**src/rtl/mem_pkg.sv**
```systemverilog
// Shared definitions for the data-memory access controller: operation codes,
// memory stage tag, FSM state type and small decode helpers.
package mem_pkg;

    localparam logic [2:0] OP_LW  = 3'd0;
    localparam logic [2:0] OP_LB  = 3'd1;
    localparam logic [2:0] OP_LBU = 3'd2;
    localparam logic [2:0] OP_LH  = 3'd3;
    localparam logic [2:0] OP_LHU = 3'd4;
    localparam logic [2:0] OP_SW  = 3'd5;
    localparam logic [2:0] OP_SB  = 3'd6;
    localparam logic [2:0] OP_SH  = 3'd7;

    localparam logic [2:0] MEM_STAGE = 3'd3;

    typedef enum logic [2:0] {
        ST_IDLE,
        ST_RD,
        ST_CAP,
        ST_WR,
        ST_DONE
    } state_t;

    // Loads occupy the low five encodings.
    function automatic logic is_load(input logic [2:0] op);
        return op <= OP_LHU;
    endfunction

    // Word accesses need 4-byte alignment, halfword accesses 2-byte alignment.
    function automatic logic misaligned(input logic [2:0] op, input logic [1:0] lo);
        case (op)
            OP_LW, OP_SW:         return lo != 2'b00;
            OP_LH, OP_LHU, OP_SH: return lo[0];
            default:              return 1'b0;
        endcase
    endfunction

endpackage

```
**src/rtl/mem_lane_fmt.sv**
```systemverilog
// Byte/halfword lane handling: load lane select with sign/zero extension, and
// store lane merge into the word read back from memory (little-endian lanes).
module mem_lane_fmt
    import mem_pkg::*;
(
    input  logic [2:0]  op,
    input  logic [1:0]  addr_lo,
    input  logic [31:0] rdata,
    input  logic [15:0] wdata,
    output logic [31:0] load_data,
    output logic [31:0] merged
);

    logic [7:0]  byte_sel;
    logic [15:0] half_sel;

    // Pick the addressed byte and halfword lane out of the read word.
    always_comb begin
        byte_sel = rdata[7:0];
        case (addr_lo)
            2'd0: byte_sel = rdata[7:0];
            2'd1: byte_sel = rdata[15:8];
            2'd2: byte_sel = rdata[23:16];
            2'd3: byte_sel = rdata[31:24];
            default: byte_sel = rdata[7:0];
        endcase
        half_sel = addr_lo[1] ? rdata[31:16] : rdata[15:0];
    end

    // Extend the selected lane according to the load type.
    always_comb begin
        load_data = rdata;
        case (op)
            OP_LB:   load_data = {{24{byte_sel[7]}}, byte_sel};
            OP_LBU:  load_data = {24'h0, byte_sel};
            OP_LH:   load_data = {{16{half_sel[15]}}, half_sel};
            OP_LHU:  load_data = {16'h0, half_sel};
            default: load_data = rdata;
        endcase
    end

    // Overlay the store lane onto the read word for the write-back half of RMW.
    always_comb begin
        merged = rdata;
        case (op)
            OP_SB: begin
                case (addr_lo)
                    2'd0: merged[7:0]   = wdata[7:0];
                    2'd1: merged[15:8]  = wdata[7:0];
                    2'd2: merged[23:16] = wdata[7:0];
                    2'd3: merged[31:24] = wdata[7:0];
                    default: merged = rdata;
                endcase
            end
            OP_SH: begin
                if (addr_lo[1]) merged[31:16] = wdata;
                else            merged[15:0]  = wdata;
            end
            default: merged = rdata;
        endcase
    end

endmodule

```
**src/rtl/mem_access_ctrl.sv**
```systemverilog
// Data-memory initiator between execute and the word-wide memory. Adds
// sub-word loads, read-modify-write sub-word stores and fault detection.
//
// state | meaning
// IDLE  | ready; accepting a request
// RD    | memRead strobe, memory captures outvalue at end of cycle
// CAP   | outvalue valid; format load data or build merge word
// WR    | memWrite strobe with full word
// DONE  | one-cycle response pulse
module mem_access_ctrl
    import mem_pkg::*;
#(
    parameter int WORD_AW   = 8,
    parameter int MEM_WORDS = 128
) (
    input  logic               clock,
    input  logic               reset_n,
    input  logic               req_valid,
    output logic               req_ready,
    input  logic [2:0]         req_op,
    input  logic [31:0]        req_addr,
    input  logic [31:0]        req_wdata,
    output logic               resp_valid,
    output logic [31:0]        resp_rdata,
    output logic               resp_fault,
    output logic               memRead,
    output logic               memWrite,
    output logic [WORD_AW-1:0] memaddress,
    output logic [31:0]        invalue,
    input  logic [31:0]        outvalue,
    output logic [2:0]         mem_stage
);

    localparam int AB = WORD_AW + 2;
    localparam logic [WORD_AW:0] WORDS_LIM = MEM_WORDS[WORD_AW:0];

    state_t        state, state_nxt;
    logic [AB-1:0] addr_q;
    logic [2:0]    op_q;
    logic [31:0]   wdata_q, merge_q, rdata_q;
    logic          fault_q;
    logic          accept, fault_now;
    logic [31:0]   load_data, merged;
    logic          unused_addr_hi;

    // Address bits above the word index do not select memory.
    assign unused_addr_hi = ^req_addr[31:AB];

    assign accept    = (state == ST_IDLE) && req_valid;
    assign fault_now = misaligned(req_op, req_addr[1:0]) ||
                       ({1'b0, req_addr[AB-1:2]} >= WORDS_LIM);

    assign memaddress = addr_q[AB-1:2];
    assign resp_rdata = rdata_q;
    assign resp_fault = fault_q && (state == ST_DONE);

    mem_lane_fmt u_lane_fmt (
        .op        (op_q),
        .addr_lo   (addr_q[1:0]),
        .rdata     (outvalue),
        .wdata     (wdata_q[15:0]),
        .load_data (load_data),
        .merged    (merged)
    );

    // State register; reset aborts any access in flight.
    always_ff @(posedge clock) begin
        if (!reset_n) state <= ST_IDLE;
        else          state <= state_nxt;
    end

    // Next-state decode and strobe/handshake outputs.
    always_comb begin
        state_nxt  = state;
        req_ready  = 1'b0;
        resp_valid = 1'b0;
        memRead    = 1'b0;
        memWrite   = 1'b0;
        mem_stage  = 3'd0;
        invalue    = 32'h0;
        case (state)
            ST_IDLE: begin
                req_ready = 1'b1;
                if (req_valid) begin
                    if (fault_now)             state_nxt = ST_DONE;
                    else if (req_op == OP_SW)  state_nxt = ST_WR;
                    else                       state_nxt = ST_RD;
                end
            end
            ST_RD: begin
                memRead   = 1'b1;
                mem_stage = MEM_STAGE;
                state_nxt = ST_CAP;
            end
            ST_CAP: begin
                state_nxt = is_load(op_q) ? ST_DONE : ST_WR;
            end
            ST_WR: begin
                memWrite  = 1'b1;
                mem_stage = MEM_STAGE;
                invalue   = (op_q == OP_SW) ? wdata_q : merge_q;
                state_nxt = ST_DONE;
            end
            ST_DONE: begin
                resp_valid = 1'b1;
                state_nxt  = ST_IDLE;
            end
            default: state_nxt = ST_IDLE;
        endcase
    end

    // Request capture on accept, load result / merge word capture in CAP.
    always_ff @(posedge clock) begin
        if (!reset_n) begin
            addr_q  <= '0;
            op_q    <= OP_LW;
            wdata_q <= 32'h0;
            merge_q <= 32'h0;
            rdata_q <= 32'h0;
            fault_q <= 1'b0;
        end else if (accept) begin
            addr_q  <= req_addr[AB-1:0];
            op_q    <= req_op;
            wdata_q <= req_wdata;
            rdata_q <= 32'h0;
            fault_q <= fault_now;
        end else if (state == ST_CAP) begin
            if (is_load(op_q)) rdata_q <= load_data;
            else               merge_q <= merged;
        end
    end

endmodule
```
**config.mk**
```make
export PLATFORM = sky130hd
export DESIGN_NAME = mem_access_ctrl
export DESIGN_NICKNAME = d
export VERILOG_FILES = /design/src/rtl/mem_pkg.sv /design/src/rtl/mem_lane_fmt.sv /design/src/rtl/mem_access_ctrl.sv
export SDC_FILE = /design/constraint.sdc
export NUM_CORES = 1
export LEC_CHECK = 0
export ABC_AREA = 1
export CORE_ASPECT_RATIO = 1.25
export CORE_MARGIN = 5
export CORE_UTILIZATION = 49
export CTS_BUF_LIST = sky130_fd_sc_hd__clkbuf_8
export CTS_CLUSTER_DIAMETER = 60
export DETAILED_ROUTE_END_ITERATION = 8
export PLACE_DENSITY = 0.93
export RECOVER_POWER = 50
export SLEW_MARGIN = 20
export SYNTH_ARGS = -nofsm -noshare
export SYNTH_HDL_FRONTEND = slang
export SYNTH_SLANG_ARGS = --single-unit
```
**constraint.sdc**
```tcl
create_clock -name clock -period 1.8 [get_ports clock]
set_clock_uncertainty 0.05 [all_clocks]
set_input_delay 0.36 -clock clock [delete_from_list [all_inputs] [get_ports clock]]
set_output_delay 0.36 -clock clock [all_outputs]
set_load 0.01 [all_outputs]
```
==> results of run 1 <==
## cell usage in the layout (no fill, tap or decap), types with 3 or more instances in the layout
cell type / instances
bufinv_16: 3
clkdlybuf4s50_1: 119
inv_2: 10
o22ai_1: 3
buf_2: 36
a21oi_1: 118
inv_1: 82
nand3b_1: 3
o211ai_1: 8
nor2_1: 85
buf_12: 8
nand3_1: 52
dfxtp_1: 109
o21ai_2: 7
dfxtp_2: 4
o21ai_0: 109
nand2_1: 138
a31oi_1: 7
nor2_4: 4
clkbuf_8: 22
o21ai_1: 45
buf_4: 66
nand2_2: 9
a21oi_2: 5
buf_6: 8
nor2_2: 14
## final cells by class
| cell class | instances | share of cell area (%) |
|---|---|---|
| clock buffers | 22 | 3.548 |
| clock inverters | 8 | 1.305 |
| inverters | 93 | 4.266 |
| multi-input cells | 620 | 35.64 |
| flip-flops and latches | 113 | 26.56 |
| well taps | 161 | 2.360 |
| repair buffers | 248 | 26.32 |
## flip-flops by register name, indices dropped and copies added, names as in the netlist
signal      flops
merge_q        32
state           3
addr_q         10
wdata_q        32
op_q            3
resp_rdata     32
fault_q         1
## per-stage QoR
step | utilization (%) | std cells
3_5_place_dp | 69.15 | 1231
3_3_place_gp | 69.15 | 1231
6_report | 72.78 | 1265
5_1_grt | 72.78 | 1265
2_1_floorplan | - | 895
4_1_cts | 72.18 | 1262
## critical path: stages (launching register included)
cell and delay [ps]:
dfxtp_2 340, nor2_4 150, nand2_2 90, clkinv_4 120
buf_6 140, o21ai_2 60, a21oi_2 170, buf_2 160
## layer usage
metal | share of wire (%) | global-route usage [%] | wire length (µm) | vias up
li1 | - | - | - | 3334
met5 | 0 | 0 | 0 | -
met2 | 47 | 49.31 | 10260 | 463
met3 | 9.7 | 6.092 | 2096 | 105
met4 | 5.3 | 16.21 | 1146 | 0
met1 | 38 | 34.58 | 8162 | 3209
## worst min path at each step
| stage | start | endpoint | depth (start not counted) |
|---|---|---|---|
| after floorplan | wdata_q[16] | wdata_q[16] | 2 |
| after global placement | addr_q[3] | addr_q[3] | 2 |
| after detailed placement | addr_q[9] | addr_q[9] | 2 |
| after CTS | addr_q[3] | addr_q[3] | 2 |
| after global routing | addr_q[2] | addr_q[2] | 2 |
| final | addr_q[3] | addr_q[3] | 2 |
## kinds of logic (layout without fill, tap and decap cells)
| group | Yosys count | after routing | synth area share (%) |
|---|---|---|---|
| simple gates | 316 | 316 | 23.27 |
| buf+inv | 162 | 371 | 11.88 |
| compound gates | 303 | 303 | 26.45 |
| other cells | 1 | 1 | 0.06357 |
| flops | 113 | 113 | 38.35 |
## where the power goes
part | total [mW] | switching (mW) | internal (mW)
combinational | 1.25 | 0.705 | 0.542
clock | 2.52 | 1.00 | 1.52
sequential | 2.67 | 0.0755 | 2.60
## timing repair
item / CTS / global route
endpoints found under the hold margin: 0 / 0
gates resized for setup: 210 / 22
setup buffers: 0 / 2
gates cloned: 1 / 1
endpoints found under the setup margin: 39 / 84
pin swaps: 2 / 3
==> impl_metrics.ini, run 1 <==
[drt]
viasPerCell = 5.621
wl_per_cell_um = 17.13
vias = 7111
antenna_left = 0
wl_um = 21670
drt-initial-drc-count = 724
drc = 0
dr.pass1.iters = 8

[worst_setup_path]
reg2reg_slack_ps = -50
r2r-end = merge_q[7]
cp_max_fo = 6
crit_type = reg2out
timing.rr.start = state[2]
crit_path_end_kind = output pin
reg2regPathDepth = 9
crit_start = state[2]
crit_path_start_kind = flop
arrival_ps = 1680
worstSetupEndpoint = invalue[9]
required_ps = 1390

[yosys]
syn-num-nets = 997
synthDominantCellAreaShare_pct = 38.35
synth_most_common_cell = o21ai_0
netlist_area_um2 = 5899
syn_inst = 895
ys.warnings.count = 0
synth_cell_types = 30
ys_seq_area_share_pct = 38.35
yosys.area.top_type = dfxtp_1
ys_seq_elements = 113
synthFlopType = dfxtp_1
synth_common_cells = o21ai_0, nand2_1, a21oi_1
yosys-top-cells-area = dfxtp_1, o21ai_0, a21oi_1
postSynth.asyncResetShare_pct = 0
avgSynthCellArea_um2 = 6.592
synth_edf_count = 0

[timing]
fmax_ghz = 0.4786
timing.hold.ws_ps = 410.6
hold_violations = 0
period_needed_ps = 2089
worst_slack_ps = -289.3
fin_crit_sh_pct = 116.1
maxSlewViolCount = 0
rsz0062_at_grt = yes
maxSlewHeadroom_pct = 66.58
fin_setup_tns_ps = -7881
worst_pin_slew_ps = 497.9
setup_viol = 38

[clock_tree]
h-tree-depth = 4
cts_tree = done
clockBufferDepth = 2
cts_hold_buf = 0
cts_buffers = 17
cts-root-buf = clkbuf_8
cts_sinks = 113
clk_latency_ps = 430
clk_pin_slew_worst_paths_ps = 70

[place]
io_buffers = 158
hpwlAfterDp_um = 15360
gp_congestion = 0.9527
post_dp_cell_area_um2 = 8109
dp_slack_ps = -358.5

[final_layout]
multiInputGateArea_um2 = 3042
drive_gt1_share_pct = 19.66
design_area_um2 = 8534
nets = 1195
ff_latch_area_um2 = 2267
fillers = 867
syn_to_final_growth_pct = 44.67
n_antenna_cell = 0

[die]
die_area_um2 = 14350
start_util_pct = 50.31
core-area_um2 = 11730
die_width_um = 108.1
num_rows = 44
num_io_pins = 182
die_h_um = 132.7

[grt]
antenna_found_initial = 0
grt_pass1_vias = 6729
grt_max_degree = 45
overflow = 0
grt_first_pass_wirelength_um = 33640
track_usage_pct = 29.39

[job]
cap_viol_max_count = 0

[outcome]
violations = setup timing
status = finished, violations left

[power]
p_per_area_nw_per_um2 = 754.7
finalPower_mw = 6.441
power.leakage_nw = 3.541
ir_drop_mv = 0.4792

[hold_path]
hp-class = reg2reg
Power figures use the tool's default switching activity.
==> inputs of run 2 (changes only) <==
CORE_MARGIN = default   (was 5)
==> run 2 against run 1 <==
Against the previous run:
- the flow still finishes with violations (setup timing)
- power decreased by 0.89%
- sequential power about the same
- combinational power rose by 5%
- non-clock buffer count up 7
- fmax is 2.4% lower
- worst setup slack got worse by 51 ps
- design area is 4.0% higher
- sequential share of layout area decreased by 0.93 points
- via count is 5.0% higher
- critical endpoint is now invalue[13]
- largest power group unchanged
- highest routed layer unchanged
==> impl_metrics.ini, run 2 (same netlist as run 1, synthesis figures left out) <==
[grt]
antenna_found_initial = 0
grt_max_degree = 46
grt_first_pass_wirelength_um = 32000
overflow = 0
grt_pass1_vias = 6438
track_usage_pct = 32.91

[worst_setup_path]
arrival_ps = 1730
crit_path_end_kind = output pin
crit_buf_inv = 3
cp_max_fo = 11
crit_type = reg2out
timing.rr.start = op_q[0]
crit_path_start_kind = flop
critPathSlowestCell = dfxtp_2
reg2reg_slack_ps = -60
path_cells = inv_4 -> nand3_2 -> buf_6 -> a21oi_2 -> buf_2
crit_family = buffers and inverters
max_stage_delay_ps = 350
required_ps = 1390
r2r-end = merge_q[26]
reg2regPathDepth = 8

[die]
start_util_pct = 50.55
num_io_pins = 182
die_area_um2 = 12490
die_h_um = 124.7
num_rows = 44
core-area_um2 = 11670
die_width_um = 100.1

[timing]
period_needed_ps = 2140
rsz0062_at_grt = yes
worst_pin_slew_ps = 487.3
fmax_ghz = 0.4672
maxSlewViolCount = 0
hold_violations = 0
setup_viol = 37
worst_slack_ps = -340.4
timing.hold.ws_ps = 414.8
maxSlewHeadroom_pct = 67.17
fin_crit_sh_pct = 118.9

[final_layout]
n_antenna_cell = 0
post-route-util_pct = 76.02
multiInputGateArea_um2 = 3277
design_area_um2 = 8872
mostFrequentLayoutCells = nand2_1, clkdlybuf4s50_1, o21ai_0
final_common_cell = nand2_1
drive_gt1_share_pct = 24.30
ff_latch_area_um2 = 2275
fillers = 821
syn_to_final_growth_pct = 50.39
nets = 1204

[clock_tree]
cts-root-buf = clkbuf_8
cts_hold_buf = 0
clockBufferDepth = 2
cts_sinks = 113
clk_latency_ps = 440
cts_buffers = 17
h-tree-depth = 4
cts_tree = done
clk_pin_slew_worst_paths_ps = 70

[power]
p_int_mw = 4.441
ir_drop_mv = 0.5378
power_switching_mw = 1.943
p_clk_share_pct = 37.2
p_comb_share_pct = 20.6
p_per_area_nw_per_um2 = 719.5
power.leakage_nw = 3.607
pwr-share-seq_pct = 42.2
swShare_pct = 30.43

[place]
io_buffers = 158
hpwlAfterDp_um = 14360
post_dp_cell_area_um2 = 8004
gp_congestion = 0.9037

[drt]
wl_um = 23820
wl_per_cell_um = 18.67
vias = 7470
antenna_left = 0
drc = 0
drt-initial-drc-count = 904
viasPerCell = 5.854
dr.pass1.iters = 9

[hold_path]
worstHoldEndpoint = addr_q[9]
hp-class = reg2reg
hp-start = addr_q[9]
holdPathStages = 2

[outcome]
status = finished, violations left
violations = setup timing

[job]
cap_viol_max_count = 0
## run 2: changes by cell type in the layout (fill, tap and decap cells not counted), moves of 3 or more
| cell | delta |
|---|---|
| o21ai_2 | +14 |
| clkinv_2 | +4 |
| o21ai_4 | +5 |
| a21oi_1 | -14 |
| buf_4 | +9 |
| clkbuf_8 | -3 |
| nand3_2 | +3 |
| a21oi_2 | +12 |
| clkbuf_16 | +6 |
| o21ai_1 | -20 |
| nor2_4 | +3 |
## run 2: worst max-delay path by stage
stage / startpoint / end / slack (ps) / cells past startpoint
3_3_place_gp: state[0] / invalue[5] / -290 / 8
2_1_floorplan: state[2] / invalue[10] / 70 / 6
4_1_cts: state[0] / invalue[6] / -300 / 9
5_1_grt: op_q[1] / invalue[13] / -390 / 5
3_5_place_dp: state[0] / invalue[5] / -350 / 8
6_report: op_q[1] / invalue[13] / -340 / 5
## run 2: final cells by class
cell class              count  area share (%)
well taps                 161           2.270
flip-flops and latches    113           25.64
multi-input cells         622           36.93
clock inverters            13           1.354
repair buffers            255           26.77
clock buffers              19           2.947
inverters                  93           4.090
## run 2: worst reg2reg max path: cells and delay by family (launching register included)
| kind | cells | cell delay, ps |
|---|---|---|
| buffers and inverters | 3 | 540 |
| and+or+nand+nor | 1 | 180 |
| DFF | 1 | 410 |
| AOI/OAI and AO/OA | 4 | 560 |
## run 2: what timing repair did
item	in CTS	in global routing
gates resized for setup	196	82
gates cloned	1	12
setup endpoints to repair	39	79
buffers inserted	4	7
pin swaps	1	9
## run 2: power by group through the flow
stage | Clock, mW | Combinational [mW] | Sequential [mW]
finish | 2.37 | 1.31 | 2.70
CTS | 2.35 | 1.19 | 2.66
detailed placement | 0 | 1.17 | 2.71
floorplan | 0 | 0.599 | 2.71
global route | 2.46 | 1.41 | 2.70
global placement | 0 | 1.16 | 2.71
## run 2: routing by layer
layer | wire, µm | up-vias | share of wire, % | global-route usage [%]
met1 | 8472 | 3322 | 36 | 39.24
met5 | 0 | - | 0 | 0
met3 | 2564 | 183 | 11 | 6.453
met2 | 10810 | 604 | 45 | 53.99
met4 | 1979 | 0 | 8.3 | 19.78
li1 | - | 3361 | - | -
## run 2: stage by stage
stage	TNS (ps)	setup WS, ps	cells	power [mW]
3_3_place_gp	-10140	-290.4	1222	3.868
5_1_grt	-10240	-392.2	1276	6.570
6_report	-8292	-340.4	1276	6.384
3_5_place_dp	-11010	-351.1	1222	3.883
2_1_floorplan	0	68.79	895	3.305
4_1_cts	-6612	-301.4	1259	6.203
